--- src/rtl/fp_div_pkg.sv ---
// Shared encodings and constants for the single-precision divider slice.
// FTOI_SATURATE_EN selects saturating overflow results in ovf_result().
package fp_div_pkg;

  localparam logic [2:0] S_GET_Z   = 3'd0;
  localparam logic [2:0] S_UNPACK  = 3'd1;
  localparam logic [2:0] S_SPECIAL = 3'd2;
  localparam logic [2:0] S_CONVERT = 3'd3;
  localparam logic [2:0] S_PACK    = 3'd4;
  localparam logic [2:0] S_PUT_I   = 3'd5;

  localparam int          FP32_BIAS    = 127;
  localparam logic [7:0]  FP32_EXP_MAX = 8'hFF;
  localparam logic [31:0] INT32_MIN    = 32'h8000_0000;
  localparam logic [31:0] INT32_MAX    = 32'h7FFF_FFFF;
  localparam logic [31:0] FP32_QNAN    = 32'h7FC0_0000;

  function automatic logic [31:0] ovf_result(input logic neg);
`ifdef FTOI_SATURATE_EN
    return neg ? INT32_MIN : INT32_MAX;
`else
    return neg ? INT32_MIN : INT32_MIN;
`endif
  endfunction

endpackage

--- src/rtl/fp32_classify.sv ---
// Combinational class decode of a raw IEEE-754 single-precision word.
// Shared with the divider's special-case handling.
module fp32_classify
  import fp_div_pkg::*;
(
  input  logic [31:0] z_i,
  output logic        is_nan_o,
  output logic        is_inf_o,
  output logic        is_zero_or_denorm_o
);

  logic exp_max;
  logic frac_nz;

  assign exp_max  = (z_i[30:23] == FP32_EXP_MAX);
  assign frac_nz  = |z_i[22:0];

  assign is_nan_o = exp_max && frac_nz;
  assign is_inf_o = exp_max && !frac_nz;
  assign is_zero_or_denorm_o = (z_i[30:23] == 8'h00);

endmodule

--- src/rtl/fp32_to_int32_sink.sv ---
// FP32 -> INT32 converter behind the divider; truncates toward zero with a
// one-bit-per-cycle shifter. FTOI_SATURATE_EN enables saturating overflow.
module fp32_to_int32_sink
  import fp_div_pkg::*;
#(
  parameter int BIAS  = FP32_BIAS,
  parameter int INT_W = 32
) (
  input  logic             clk,
  input  logic             rst,
  input  logic [31:0]      input_z,
  input  logic             input_z_stb,
  output logic             input_z_ack,
  output logic [INT_W-1:0] output_i,
  output logic             output_i_stb,
  input  logic             output_i_ack,
  output logic             output_invalid
);

  if (INT_W != 32) begin : g_bad_width
    $error("fp32_to_int32_sink: INT_W must be 32");
  end

  logic [2:0]        state_q, state_d;
  logic [31:0]       z_q, z_d;
  logic [31:0]       m_q, m_d;
  logic signed [9:0] e_q, e_d;
  logic              s_q, s_d;
  logic [31:0]       out_q, out_d;
  logic              inv_q, inv_d;
  logic              ack_q, ack_d;
  logic              stb_q, stb_d;

  logic              is_nan, is_inf, is_zd;
  logic              sp_hit;
  logic [31:0]       sp_val;
  logic              sp_inv;

  fp32_classify u_cls (
    .z_i                 (z_q),
    .is_nan_o            (is_nan),
    .is_inf_o            (is_inf),
    .is_zero_or_denorm_o (is_zd)
  );

  // First match wins; -2^31 is the only exactly representable e==31 value.
  always_comb begin
    sp_hit = 1'b1;
    sp_val = 32'h0;
    sp_inv = 1'b0;
    if (is_nan) begin
      sp_val = INT32_MIN;
      sp_inv = 1'b1;
    end else if (is_inf) begin
      sp_val = ovf_result(s_q);
      sp_inv = 1'b1;
    end else if (z_q == 32'hCF00_0000) begin
      sp_val = INT32_MIN;
    end else if (e_q > 10'sd30) begin
      sp_val = ovf_result(s_q);
      sp_inv = 1'b1;
    end else if (is_zd || e_q < 10'sd0) begin
      sp_val = 32'h0;
    end else begin
      sp_hit = 1'b0;
    end
  end

  always_ff @(posedge clk) begin
    if (rst) begin
      state_q <= S_GET_Z;
      z_q     <= 32'h0;
      m_q     <= 32'h0;
      e_q     <= 10'sd0;
      s_q     <= 1'b0;
      out_q   <= 32'h0;
      inv_q   <= 1'b0;
      ack_q   <= 1'b0;
      stb_q   <= 1'b0;
    end else begin
      state_q <= state_d;
      z_q     <= z_d;
      m_q     <= m_d;
      e_q     <= e_d;
      s_q     <= s_d;
      out_q   <= out_d;
      inv_q   <= inv_d;
      ack_q   <= ack_d;
      stb_q   <= stb_d;
    end
  end

  always_comb begin
    state_d = state_q;
    case (state_q)
      S_GET_Z:   if (ack_q && input_z_stb) state_d = S_UNPACK;
      S_UNPACK:  state_d = S_SPECIAL;
      S_SPECIAL: state_d = sp_hit ? S_PUT_I : S_CONVERT;
      S_CONVERT: if (e_q == 10'sd31) state_d = S_PACK;
      S_PACK:    state_d = S_PUT_I;
      S_PUT_I:   if (stb_q && output_i_ack) state_d = S_GET_Z;
      default:   state_d = S_GET_Z;
    endcase
  end

  always_comb begin
    z_d   = z_q;
    m_d   = m_q;
    e_d   = e_q;
    s_d   = s_q;
    out_d = out_q;
    inv_d = inv_q;
    ack_d = ack_q;
    stb_d = stb_q;
    case (state_q)
      S_GET_Z: begin
        ack_d = 1'b1;
        if (ack_q && input_z_stb) begin
          z_d   = input_z;
          ack_d = 1'b0;
        end
      end
      S_UNPACK: begin
        m_d = {1'b1, z_q[22:0], 8'h00};
        e_d = {2'b00, z_q[30:23]} - 10'(BIAS);
        s_d = z_q[31];
      end
      S_SPECIAL: begin
        if (sp_hit) begin
          out_d = sp_val;
          inv_d = sp_inv;
        end
      end
      S_CONVERT: begin
        if (e_q < 10'sd31) begin
          m_d = m_q >> 1;
          e_d = e_q + 10'sd1;
        end
      end
      S_PACK: begin
        out_d = s_q ? -m_q : m_q;
        inv_d = 1'b0;
      end
      S_PUT_I: begin
        stb_d = !(stb_q && output_i_ack);
      end
      default: ;
    endcase
  end

  assign input_z_ack    = ack_q;
  assign output_i       = out_q;
  assign output_i_stb   = stb_q;
  assign output_invalid = inv_q;

endmodule

--- config.mk ---
export PLATFORM = sky130hd
export DESIGN_NAME = fp32_to_int32_sink
export DESIGN_NICKNAME = d
export VERILOG_FILES = /design/src/rtl/fp_div_pkg.sv /design/src/rtl/fp32_classify.sv /design/src/rtl/fp32_to_int32_sink.sv
export SDC_FILE = /design/constraint.sdc
export NUM_CORES = 1
export LEC_CHECK = 0
export ABC_AREA = 1
export CAP_MARGIN = 30
export CORE_MARGIN = 2
export CORE_UTILIZATION = 51
export DETAILED_ROUTE_END_ITERATION = 10
export GPL_ROUTABILITY_DRIVEN = 1
export PLACE_DENSITY_LB_ADDON = 0.08
export SLEW_MARGIN = 20
export SYNTH_ARGS = -nofsm -noshare
export SYNTH_HDL_FRONTEND = slang
export SYNTH_SLANG_ARGS = --single-unit
--- constraint.sdc ---
create_clock -name clk -period 1.55 [get_ports clk]
set_input_delay 0.3875 -clock clk [delete_from_list [all_inputs] [get_ports clk]]
set_output_delay 0.3875 -clock clk [all_outputs]
set_load 0.1 [all_outputs]
# Yosys cells after proc, flatten, opt, wreduce, memory -nomap -nowiden
# Index checks and enable logic that the tools add are counted.
[word_totals] out_inout_bits=35 reg_bits=113 input_bits=36 wordCells=72
[classes] n_eq_ne=13 add_sub_neg=3 n_mux=28 n_lt_le_gt_ge=3 reduce_logical=16
[op_table] cell="$mux W32" n=7
[op_table] cell="$pmux W32 S2" n=2
[op_table] cell="$eq A32 B32 Y1 const B" n=1
[op_table] cell="$neg A32 Y32" n=1
[op_table] cell="$reduce_or A23 Y1" n=1
[op_table] cell="$pmux W10 S2" n=1
[op_table] cell="$pmux W3 S6" n=1
[op_table] cell="$mux W3" n=4
[op_table] cell="$mux W1" n=11
[op_table] cell="$add A10 B2 Y10 const B" n=1
[op_table] cell="$eq A10 B6 Y1 const B" n=1
[op_table] cell="$gt A10 B6 Y1 const B" n=1
[op_table] cell="$lt A10 B1 Y1 const B" n=1
[op_table] cell="$lt A10 B6 Y1 const B" n=1
[op_table] cell="$mux W10" n=1
[op_table] cell="$ne A2 B2 Y1 const B" n=5
[op_table] cell="$sub A8 B7 Y9 const B" n=1
[op_table] cell="$eq A8 B8 Y1 const B" n=1
[op_table] cell="$logic_not A8 Y1" n=1
[op_table] cell="$eq A3 B2 Y1 const B" n=2
[op_table] cell="$eq A3 B3 Y1 const B" n=2
[op_table] cell="$reduce_and A2 Y1" n=3
[op_table] cell="$logic_and A1 B1 Y1" n=4
[op_table] cell="$reduce_bool A2 Y1" n=2
[op_table] cell="other kinds (6)" n=7

# Depth between registers and ports, before layout
[logic_depth] ltp_word=9 mapped_depth=12 depth_no_buf=12

# By module
# Synthesis repeated with hierarchy kept, for this count alone.
[unflattened] hier_cells=911 area_unflattened_um2=5995.8
[modules_own_cells] module="fp32_to_int32_sink" area_each_um2=5849.4 instances=1 seq_area_each_um2=2262.2 cells_per_inst=875
[modules_own_cells] module="fp32_classify" area_each_um2=146.4 instances=1 seq_area_each_um2=0.0 cells_per_inst=36

# Worst setup path after synthesis
# Ideal clock, no wire load.
[synth_path] path_type="reg2reg" from="register ack_q (netlist: input_z_ack)" to="register z_q[18]" setup_slack_ns=-0.302 n_path_buf=1 path_stages_with_launch=7 arrival_time_ns=1.723 setup_ns=0.128 t_required_ns=1.422 period_less_slack_ns=1.852 cell_sequence="dfxtp_1 > nand2_1 > nor2_1 > inv_2 > clkbuf_1 > o21ai_0 > a21oi_1"
[synth_via] elab_chain_cells=2
[synth_rtl] element="start, declared" line="fp32_to_int32_sink.sv:31" text="logic ack_q, ack_d;"
[synth_rtl] element="start signal, assigned" line="fp32_to_int32_sink.sv:88" text="ack_q <= ack_d;"
[synth_rtl] element="$logic_and A1 B1 Y1" line="fp32_to_int32_sink.sv:118" text="if (ack_q && input_z_stb) begin"
[synth_rtl] element="$reduce_and A2 Y1 (no line)"
[synth_rtl] element="end signal, assigned" line="fp32_to_int32_sink.sv:82" text="z_q <= z_d;"
[synth_rtl] element="end, declared" line="fp32_to_int32_sink.sv:25" text="logic [31:0] z_q, z_d;"
# Every way passes these cells.
# A chain may end at the register's enable or synchronous reset.

# Worst setup path after layout
[layout_path] from="register z_q[11]" to="register state_q[2]"
[layout_via] elab_chain_cells=7 elab_cells_between_ends=10 classes_between="1 x eq/ne; 5 x mux; 4 x reduce/logical"
[layout_rtl] element="branches (longest 4 deep; another with $eq A32 B32 Y1)"
[layout_rtl] element="$mux W1 *" line="fp32_to_int32_sink.sv:51" text="if (is_nan) begin"
[layout_rtl] element="$mux W3 *" line="fp32_to_int32_sink.sv:98" text="S_SPECIAL: state_d = sp_hit ? S_PUT_I : S_CONVERT;"
[layout_rtl] element="$pmux W3 S6 *" line="fp32_to_int32_sink.sv:95" text="case (state_q)"
[layout_rtl] element="end signal, assigned" line="fp32_to_int32_sink.sv:81" text="state_q <= state_d;"
[layout_rtl] element="end, declared" line="fp32_to_int32_sink.sv:24" text="logic [2:0] state_q, state_d;"
# Mark *: on every way between the ends.

==> impl_metrics.yaml <==
cells_and_area:
  num_antenna_cells: 0
  drive_gt1_frac: 0.358
  fillers: 639
  fin_util: 0.840
  syn2layout_area_growth_pct: 61.1
  layout.nets: 1128
  stdcell_area_um2: 9550
global_routing:
  grt_first_pass_wirelength_um: 31500
  grt_pass1_vias: 6566
  antenna_found_initial: 0
  grt_max_degree: 69
  overflow: 0
  grt_use_total: 0.313
worst_setup_path:
  worstPathRequired_ns: 1.89
  path_cells: "inv_1 -> nand2_1 -> nor2_1 -> nand2_1 -> nor2_2 -> nand2_4 -> nand3_4 -> nand2_8 -> buf_6 -> nand2_1 -> nand2_1 -> a21oi_1"
  cp_slowest_cell: "dfxtp_1"
  critical_path_arrival_ns: 2.10
  worstSetupPathType: "reg2reg"
  crit_path_start_kind: "flip-flop"
  cp-end-kind: "flip-flop"
  crit_top_cell: "nand2_1"
  crit_buf_inv: 2
  crit_family: "simple AND/OR/NAND/NOR gates"
  critPathMaxStageDelay_ns: 0.32
  cp_max_fo: 5
clock_tree:
  htree_levels: 4
  clk_latency_ns: 0.43
  cts_hold_buf: 0
  cts_sinks: 113
  clk_pin_slew_ns: 0.06
  clk_path_buf_depth: 2
  numCtsBuffers: 17
  root_buffer: "clkbuf_16"
  cts_tree: "built"
sta:
  setup_violations: 74
  fmax_mhz: 569
  setup_ws_ns: -0.209
  fin_skew_ns: 0.0116
  tightest_slew_ns: 0.597
  hold_violations: 0
  max_slew_margin: 0.602
  period_needed_ns: 1.76
  setup_tns_ns: -6.96
  post-route-period-util: 1.13
  rsz0062_at_grt: "yes"
  slew_viol_final: 0
place:
  routabilityCongestion: 0.988
  hpwl_um: 12500
  port-buffer-count: 70
  detailed_place.area_um2: 7880
yosys:
  yosysTopAreaCellShare: 0.382
  syn_nets: 935
  synth_area_leaders: "dfxtp_1 38%, nand2_1 11%, o21ai_0 10%, a21oi_1 9.0%, nor2_1 7.0%"
  netlist_area_um2: 5930
  yosys.cell_types.count: 32
  ys_seq_elements: 113
  netlist_instances: 894
  yosysWarnings: 0
  synth_top_cell_by_area: "dfxtp_1"
  postSynthAreaPerCell_um2: 6.63
  seq_area_frac_synth: 0.382
die:
  fp.dieH_um: 112
  die_area_um2: 12500
  die_width_um: 112
  fp-row-count: 39
  io_pins: 71
  initial_utilization: 0.521
  coreArea_um2: 11400
drt:
  via_per_inst: 5.88
  vias: 7281
  ant_nets: 0
  post-route-drc-count: 0
  wl_per_cell_um: 18.5
  drtPass1Iterations: 6
  drtIter0Drc: 722
  drt_wl_total_um: 22900
pwr:
  total_leakage_power_uw: 0.00401
  pwr_density_cell_nw_per_um2: 2210
  peakVddDrop_v: 0.00134
hold_path:
  hold_class: "reg2reg"
flow_run:
  cap_violations: 0
status:
  status: "complete, but fails checks"
  violations: "negative setup slack"
-- placed cells by master (no fill, tap or decap), types with 2 or more instances in the layout --
cell,instances
inv_2,10
o21ai_2,14
nand4_1,14
clkdlybuf4s50_1,34
o211ai_1,3
buf_16,3
a211oi_2,9
nand3_4,5
nand2_8,2
a21oi_2,25
nand3_1,55
dfxtp_2,12
nand2_4,5
buf_4,122
a211oi_1,2
clkinvlp_4,3
nor2_2,23
buf_12,44
clkinv_2,3
inv_1,70
nand3_2,25
clkbuf_16,21
nor3_1,4
dfxtp_4,6
a31oi_1,3
inv_4,2
nand2_2,15
nor2_1,81
nor2_4,14
dfxtp_1,95
o21ai_1,38
buf_6,12
nand2_1,149
ha_2,2
clkbuf_8,5
a21oi_4,2
o21ai_0,68
a21oi_1,80
xor2_1,5
ha_4,3
-- sequential cells by signal, indices dropped and copies added (netlist names) --
name	cells
s_q	1
e_q	10
output_invalid	1
state_q	3
output_i_stb	1
z_q	32
m_q	32
output_i	32
input_z_ack	1
-- power by group --
group | internal, uW | leakage [uW] | switching [uW]
Combinational | 5400 | 0.00282 | 7530
Sequential | 3780 | 0.000930 | 852
Clock | 2190 | 0.000254 | 1340
-- path summary, 6_finish.rpt --
kind | startpoint | endpoint | slack (ns) | depth (start not counted)
setup / recovery | z_q[11] | state_q[2] | -0.21 | 12
hold / removal | output_i_stb | output_i_stb | 0.49 | 2
setup reg to reg | z_q[11] | state_q[2] | -0.21 | 12
hold reg to reg | output_i_stb | output_i_stb | 0.49 | 2
-- worst reg2reg max path: cells and delay by family, from the launching register on --
family | cells | cell delay [ns]
DFF | 1 | 0.32
AOI/OAI and AO/OA | 1 | 0.16
and+or+nand+nor | 9 | 0.94
buffers and inverters | 2 | 0.23
-- synthesized netlist by cell type --
cell type and number:
nand2_1 168, buf_2 11, nand3_1 81, a21oi_1 107, nand4_1 14, buf_1 3, inv_1 78, o211ai_1 3
a211oi_2 7, ha_1 5, nand3b_1 1, nand3_2 4, dfxtp_1 113, a31oi_1 3, xor2_1 5, clkinv_1 1
clkbuf_1 25, nor2_2 8, o21ai_0 119, buf_8 1, o22ai_1 1, or2_2 1, nor3_1 5, nand2_4 1
buf_6 3, buf_4 4, a21boi_4 1, nand2_2 1, a211oi_1 4, nor2_1 110, o21ai_1 2, inv_2 4
-- timing repair --
item | 4_1_cts | 5_1_grt
pin swaps | 18 | 69
gates cloned | 6 | 6
resized for setup | 64 | 195
buffers inserted | 19 | 15
endpoints found under the hold margin | 0 | 0
setup endpoints to repair | 77 | 106
-- metrics by stage --
| step | hold slack, ns | cells | setup WS, ns | power (uW) |
|---|---|---|---|---|
| finish | 0.494 | 1238 | -0.209 | 21100 |
| global route | 0.517 | 1238 | -0.273 | 22200 |
| CTS | 0.464 | 1227 | -0.195 | 18800 |
| detailed placement | 0.485 | 1176 | -0.229 | 14000 |
| global placement | 0.456 | 1176 | -0.143 | 13700 |
| floorplan | 0.444 | 894 | 0.00331 | 10100 |
-- final cells by class --
cell class / count / area, um2 / share of cell area
multi-input combinational: 652 / 3760 / 0.394
timing repair buffer: 220 / 2460 / 0.258
sequential: 113 / 2300 / 0.241
clock buffer: 22 / 494 / 0.0518
inverter: 83 / 318 / 0.0333
tap: 143 / 179 / 0.0187
clock inverter: 5 / 32.5 / 0.00341
-- cell families (layout without fill, tap and decap cells) --
logic type / after synthesis / in the layout / synth area share
compound gates: 247 / 247 / 0.224
xor+xnor: 5 / 5 / 0.00739
flops: 113 / 113 / 0.382
buf+inv: 130 / 330 / 0.0929
fa+ha+maj: 5 / 5 / 0.0106
simple gates: 394 / 395 / 0.284
-- per-layer routing --
layer / GRT usage / part of all wire / vias up
met3: 0.0577 / 0.078 / 103
met5: 0 / 0 / -
li1: - / - / 3362
met2: 0.543 / 0.49 / 480
met4: 0.147 / 0.045 / 0
met1: 0.375 / 0.38 / 3336
(Power assumes the default switching activity.)
